File: src/rtl/div_unit_pkg.sv
// Shared CPU definitions for the iterative divider: FSM states, iteration count, helpers.
// Latency: n/a (types and constants only).
// Backpressure: n/a.
package div_unit_pkg;

    // One quotient bit per RUN cycle, so the iteration count equals the operand width.
    localparam int DIV_ITER = 32;
    localparam int CNT_W    = 6;

    typedef enum logic [1:0] {
        IDLE = 2'd0,
        RUN  = 2'd1,
        FIX  = 2'd2,
        DONE = 2'd3
    } divState_t;

    // Two's-complement magnitude. 0x80000000 maps to itself, which still reads
    // correctly as the unsigned value 2^31.
    function automatic logic [31:0] absVal(input logic [31:0] v);
        return v[31] ? (~v + 32'd1) : v;
    endfunction

endpackage

File: src/rtl/div_unit_step.sv
// One restoring shift-subtract step of the divider datapath (div_step).
// Latency: purely combinational.
// Backpressure: none; the caller decides when to register the result.
// Ports: remIn/quoIn = partial remainder and quotient/dividend shift register,
//        divisor = unsigned divisor magnitude, remOut/quoOut = values after one step.
module div_step #(
    parameter int DATA_W = 32
) (
    input  logic [DATA_W-1:0] remIn,
    input  logic [DATA_W-1:0] quoIn,
    input  logic [DATA_W-1:0] divisor,
    output logic [DATA_W-1:0] remOut,
    output logic [DATA_W-1:0] quoOut
);

    logic [DATA_W:0] trial;
    logic [DATA_W:0] diff;
    logic            fits;

    always_comb begin
        // Bring the next dividend bit (MSB of the shift register) into the remainder.
        trial  = {remIn, quoIn[DATA_W-1]};
        diff   = trial - {1'b0, divisor};
        fits   = (trial >= {1'b0, divisor});
        // Either result is below the divisor, so it always fits in DATA_W bits.
        remOut = fits ? diff[DATA_W-1:0] : trial[DATA_W-1:0];
        quoOut = {quoIn[DATA_W-2:0], fits};
    end

endmodule

File: src/rtl/div_unit.sv
// Multi-cycle DIV/DIVU unit for the Execute stage; remainder to HI, quotient to LO.
// Latency: start sampled in cycle N gives valid_o in cycle N+34 (32 RUN, 1 FIX, DONE).
// Backpressure: stall_o holds Fetch/Decode from the issue cycle until FIX; annul_i aborts.
// Ports: clk/resetn = clock and async active-low reset; start_i/signed_i/dividend_i/
//        divisor_i = instruction issue and operands; annul_i = flush of the Execute slot;
//        stall_o = hazard-unit stall; valid_o/hi_o/lo_o = result for the HI/LO write path.
module div_unit
    import div_unit_pkg::*;
#(
    parameter int DATA_W = 32   // only 32 is supported
) (
    input  logic              clk,
    input  logic              resetn,
    input  logic              start_i,
    input  logic              signed_i,
    input  logic [DATA_W-1:0] dividend_i,
    input  logic [DATA_W-1:0] divisor_i,
    input  logic              annul_i,
    output logic              stall_o,
    output logic              valid_o,
    output logic [DATA_W-1:0] hi_o,
    output logic [DATA_W-1:0] lo_o
);

    divState_t         stateQ;
    divState_t         stateD;
    logic [CNT_W-1:0]  cntQ;
    logic [DATA_W-1:0] remQ;
    logic [DATA_W-1:0] quoQ;
    logic [DATA_W-1:0] dvsrQ;
    logic              signedQ;
    logic              dvdNegQ;
    logic              dvsNegQ;
    logic              dvsZeroQ;
    logic [DATA_W-1:0] hiQ;
    logic [DATA_W-1:0] loQ;

    logic [DATA_W-1:0] stepRem;
    logic [DATA_W-1:0] stepQuo;
    logic [DATA_W-1:0] fixRem;
    logic [DATA_W-1:0] fixQuo;
    logic              launch;

    assign launch = (stateQ == IDLE) && start_i && !annul_i;

    div_step #(.DATA_W(DATA_W)) u_step (
        .remIn   (remQ),
        .quoIn   (quoQ),
        .divisor (dvsrQ),
        .remOut  (stepRem),
        .quoOut  (stepQuo)
    );

    // Sign correction. A zero divisor forces an all-ones quotient; the remainder
    // path already returns |dividend|, and re-applying the dividend sign restores
    // the original dividend in both modes.
    always_comb begin
        fixRem = (signedQ && dvdNegQ) ? (~remQ + 1'b1) : remQ;
        if (dvsZeroQ) begin
            fixQuo = '1;
        end else if (signedQ && (dvdNegQ ^ dvsNegQ)) begin
            fixQuo = ~quoQ + 1'b1;
        end else begin
            fixQuo = quoQ;
        end
    end

    always_comb begin
        stateD = stateQ;
        case (stateQ)
            IDLE: if (launch) stateD = RUN;
            RUN: begin
                if (annul_i) begin
                    stateD = IDLE;
                end else if (cntQ == CNT_W'(DIV_ITER - 1)) begin
                    stateD = FIX;
                end
            end
            FIX:     stateD = annul_i ? IDLE : DONE;
            DONE:    stateD = IDLE;
            default: stateD = IDLE;
        endcase
    end

    always_ff @(posedge clk or negedge resetn) begin
        if (!resetn) begin
            stateQ <= IDLE;
        end else begin
            stateQ <= stateD;
        end
    end

    always_ff @(posedge clk or negedge resetn) begin
        if (!resetn) begin
            cntQ     <= '0;
            remQ     <= '0;
            quoQ     <= '0;
            dvsrQ    <= '0;
            signedQ  <= 1'b0;
            dvdNegQ  <= 1'b0;
            dvsNegQ  <= 1'b0;
            dvsZeroQ <= 1'b0;
            hiQ      <= '0;
            loQ      <= '0;
        end else begin
            case (stateQ)
                IDLE: begin
                    if (launch) begin
                        cntQ     <= '0;
                        remQ     <= '0;
                        quoQ     <= signed_i ? absVal(dividend_i) : dividend_i;
                        dvsrQ    <= signed_i ? absVal(divisor_i) : divisor_i;
                        signedQ  <= signed_i;
                        dvdNegQ  <= dividend_i[DATA_W-1];
                        dvsNegQ  <= divisor_i[DATA_W-1];
                        dvsZeroQ <= (divisor_i == '0);
                    end
                end
                RUN: begin
                    remQ <= stepRem;
                    quoQ <= stepQuo;
                    cntQ <= cntQ + 1'b1;
                end
                FIX: begin
                    // An annulled instruction must leave HI/LO untouched.
                    if (!annul_i) begin
                        hiQ <= fixRem;
                        loQ <= fixQuo;
                    end
                end
                default: ;
            endcase
        end
    end

    // Combinational so Decode stalls in the issue cycle; gated by resetn so the
    // stall drops immediately while reset is held.
    assign stall_o = resetn && (launch || (stateQ == RUN) || (stateQ == FIX));
    assign valid_o = (stateQ == DONE);
    assign hi_o    = hiQ;
    assign lo_o    = loQ;

endmodule

File: config.mk
export PLATFORM = sky130hd
export DESIGN_NAME = div_unit
export DESIGN_NICKNAME = d
export VERILOG_FILES = /design/src/rtl/div_unit_pkg.sv /design/src/rtl/div_unit_step.sv /design/src/rtl/div_unit.sv
export SDC_FILE = /design/constraint.sdc
export NUM_CORES = 1
export LEC_CHECK = 0
export CAP_MARGIN = 40
export CORE_ASPECT_RATIO = 0.6
export CORE_MARGIN = 5
export CORE_UTILIZATION = 34
export DETAILED_ROUTE_END_ITERATION = 12
export GPL_TIMING_DRIVEN = 0
export HOLD_SLACK_MARGIN = 0.12
export SETUP_SLACK_MARGIN = 0.1
export SYNTH_ARGS = -nofsm -noshare
export SYNTH_HDL_FRONTEND = slang
export SYNTH_HIERARCHICAL = 1
export SYNTH_SLANG_ARGS = --single-unit
File: constraint.sdc
create_clock -name clk -period 2.7 [get_ports clk]
set_input_delay 0.405 -clock clk [delete_from_list [all_inputs] [get_ports clk]]
set_output_delay 0.405 -clock clk [all_outputs]
set_load 0.005 [all_outputs]
==> results.sh <==
export IMPL_status="finished, violations left"
export IMPL_violations="negative hold slack, negative setup slack"
export IMPL_vias=11980
export IMPL_place_area_um2=14270
export IMPL_synth_ff_type="dfrtp_1"
export IMPL_routedWlPerCell_um=20.41
export IMPL_synthSimpleGateAreaFrac_pct=21.26
export IMPL_layout_common_cells="185 x nand2_1, 145 x dfrtp_1, 131 x o21ai_0"
export IMPL_power_leakage_nw=6.752
export IMPL_use_met2_pct=27.08
export IMPL_port_buffers=133
export IMPL_clkPwrFrac_pct=15.5
export IMPL_routabilityCongestion=0.9482
export IMPL_p_comb_share_pct=59.1
export IMPL_worst_path_max_fanout=7
export IMPL_grt_use_total_pct=21.33
export IMPL_insertion_delay_ns=0.45
export IMPL_die_h_um=156.8
export IMPL_synth_area_top_cells="dfrtp_1 35%, nand2_1 6.5%, o21ai_0 5.8%"
export IMPL_p_sw_share_pct=45.19
export IMPL_syn_nets=1579
export IMPL_yosys_cell_types_count=76
export IMPL_rows=53
export IMPL_grt_max_degree=95
export IMPL_remaining_drc_errors=0
export IMPL_arrival_ns=3.35
export IMPL_final_util_pct=45.20
export IMPL_drv_cap=0
export IMPL_slew_viol_final=0
export IMPL_fin_crit_ns=3.011
export IMPL_worstPathCellList="ha_4 > and3_2 > nand4_1 > nor4_2 > a31oi_1 > nand3_1 > nor3_4 > or2_1 > buf_12 > clkbuf_16 > mux2_4 > nand2_4 > nand2_1"
export IMPL_critPathRequiredTime_ns=3.04
export IMPL_finalSetupViolations=33
export IMPL_synth_top_family_by_area="simple AND/OR/NAND/NOR gates"
export IMPL_syn2layout_area_growth_pct=30.30
export IMPL_use_met3_pct=5.681
export IMPL_core_area_um2=35210
export IMPL_critPathSlowestCell="dfrtp_2"
export IMPL_seqPwrFrac_pct=25.4
export IMPL_p_int_w=0.008793
export IMPL_met1_usage_pct=35.42
export IMPL_detail_route_wirelength_mm=43.80
export IMPL_vias_per_cell=5.582
export IMPL_p_sw_w=0.007250
export IMPL_drive_above_1_share_pct=18.06
export IMPL_cts_sinks=172
export IMPL_grt_pass1_wl_mm=66.25
export IMPL_final_antenna_net_count=0
export IMPL_synth_xor_area_share_pct=8.892
export IMPL_tns_ns=-7.824
export IMPL_cts_tree="built"
export IMPL_final_nets=1772
export IMPL_antenna_found_initial=0
export IMPL_path_delay_family="simple AND/OR/NAND/NOR gates"
export IMPL_fin_crit_sh_pct=111.5
export IMPL_fin_area_um2=15920
export IMPL_timing_worst_setup_path_type="register to register"
export IMPL_die_w_um=254.7
export IMPL_gr_total_overflow=0
export IMPL_cts_buffers=17
export IMPL_cts_htree_levels=4
export IMPL_synth_compound_area_share_pct=20.78
export IMPL_final_cells=2146
export IMPL_cts_clk_slew_worst_paths_ns=0.07
export IMPL_fin_hold_ws_ns=-0.03137
export IMPL_cp_start_kind="register"
export IMPL_grt_pass1_vias=11200
export IMPL_die_area_um2=39940
export IMPL_grt_most_used_layer="met1"
export IMPL_synthMuxAreaShare_pct=3.309
export IMPL_firstDrtPassIters=5
export IMPL_syn_area_um2=12210
export IMPL_yosys_warnings=6
export IMPL_power_density_nw_per_um2=1008
export IMPL_final_common_cell="nand2_1"
export IMPL_hold_path_class="primary input to async pin"
export IMPL_layout_setup_ws_ns=-0.3108
export IMPL_syn_avg_cell_area_um2=8.298
export IMPL_start_util_pct=34.69
export IMPL_rsz0062_at_grt="true"
export IMPL_cts_max_path_buffers=2
export IMPL_clockRootBuffer="clkbuf_16"
export IMPL_crit_buf_inv=2
export IMPL_max_vdd_ir_drop_v=0.0005633
export IMPL_worst_pin_slew_ns=0.8067
export IMPL_synth_seq_cells=172
export IMPL_cp_slowest_stage_delay_ns=0.48
export IMPL_slew_headroom_pct=46.22
export IMPL_yosysSeqAreaShare_pct=35.24
export IMPL_reg2regPathDepth=13
export IMPL_synth_edf_count=0
export IMPL_synth_top_area_share_pct=35.24
export IMPL_dp_hpwl_mm=33.21
export IMPL_skew_ns=0.009466
export IMPL_syn_inst=1472
export IMPL_synth_async_sr_flop_share_pct=100.0
export IMPL_initialDrtViolationCount=1018
export IMPL_final_hold_viol_count=14
export IMPL_fmax_ghz=0.3321
export IMPL_crit_cells=13
export IMPL_placedCellCount=2075
export IMPL_synth_top_area_cell="dfrtp_1"
export IMPL_synth_adder_area_share_pct=3.954
export IMPL_worstSetupEndpointType="register"
export IMPL_ios=135
export IMPL_nFillCells=3426
==> synth_stat cells (4+ instances only) <==
cell / number
a211o_1: 4
a211oi_1: 10
a21boi_0: 4
a21o_1: 10
a21oi_1: 87
a22o_1: 8
a22oi_1: 13
a311oi_1: 4
a31oi_1: 27
and2_1: 7
and3_1: 21
buf_1: 7
buf_4: 33
clkbuf_1: 64
dfrtp_1: 172
ha_1: 37
inv_1: 53
mux2_4: 20
mux2i_1: 7
nand2_1: 213
nand2b_1: 10
nand3_1: 58
nand3b_1: 4
nand4_1: 12
nor2_1: 101
nor2b_1: 10
nor3_1: 27
nor4_1: 21
nor4b_1: 4
o211ai_1: 7
o21a_1: 9
o21ai_0: 142
o21bai_1: 6
o22ai_1: 4
o31a_1: 5
o31ai_1: 26
o41ai_1: 14
or2_2: 5
or3_1: 11
or4_1: 15
xnor2_1: 62
xor2_1: 62
==> registers in the layout (all words and copies together), names as in the netlist <==
signal	flops
signedQ	1
lo_o	32
dvsrQ	32
quoQ	32
dvdNegQ	1
remQ	32
dvsZeroQ	1
dvsNegQ	1
cntQ	6
stateQ	2
hi_o	32
==> through the flow <==
stage,total power (W),setup WS [ns]
3_5_place_dp,0.01155,-1.438
2_1_floorplan,0.009262,-0.08024
6_report,0.01604,-0.3108
5_1_grt,0.01701,-0.3242
3_3_place_gp,0.01147,-6.978
4_1_cts,0.01519,-0.2283
==> per-layer routing <==
metal	routed length (um)	part of all wire [%]
met5	0	0
met2	16590	38
met1	22690	52
met4	397	0.91
met3	4120	9.4
==> power groups by stage <==
stage               clock network [W]  registers (W)  logic [W]
detailed placement                  0        0.00414    0.00741
floorplan                           0        0.00371    0.00556
finish                        0.00249        0.00407    0.00948
global route                  0.00264        0.00413     0.0102
CTS                           0.00253        0.00401    0.00864
global placement                    0        0.00412    0.00734
==> area by class of cell <==
cell class	count	area [um2]	share of cell area (%)
Antenna cell	1	2.502	0.01572
Buffer	106	625.6	3.931
Clock buffer	22	464.2	2.917
Clock inverter	10	116.4	0.7311
Inverter	53	207.7	1.305
Multi-Input combinational cell	1135	7770	48.82
Sequential cell	172	4338	27.26
Tap cell	467	584.3	3.671
Timing Repair Buffer	180	1807	11.35
==> path summary, 6_finish.rpt <==
path	from	endpoint	slack, ns
worst min-delay path	resetn	dvsrQ[14]	-0.03
max in group asynchronous	resetn	lo_o[3]	1.82
min in group clk	annul_i	stateQ[0]	0.34
worst max register to register	remQ[29]	remQ[11]	-0.31
worst max-delay path	remQ[29]	remQ[11]	-0.31
worst min register to register	lo_o[6]	lo_o[6]	0.47
==> kinds of logic (layout without fill, tap and decap cells) <==
group | count (synthesis) | after routing
mux | 30 | 30
compound gates | 404 | 404
simple gates | 539 | 539
flops | 172 | 172
fa+ha+maj | 38 | 38
buf+inv | 165 | 371
other cells | 0 | 1
xor+xnor | 124 | 124
==> timing repair <==
item / in CTS / in global routing
cloned: 1 / 2
resized for setup: 106 / 80
setup endpoints to repair: 83 / 60
hold endpoints to repair: 92 / 92
pin swaps: 25 / 36
buffers inserted: 32 / 9
Note: power is estimated with default switching activity, not from simulation.
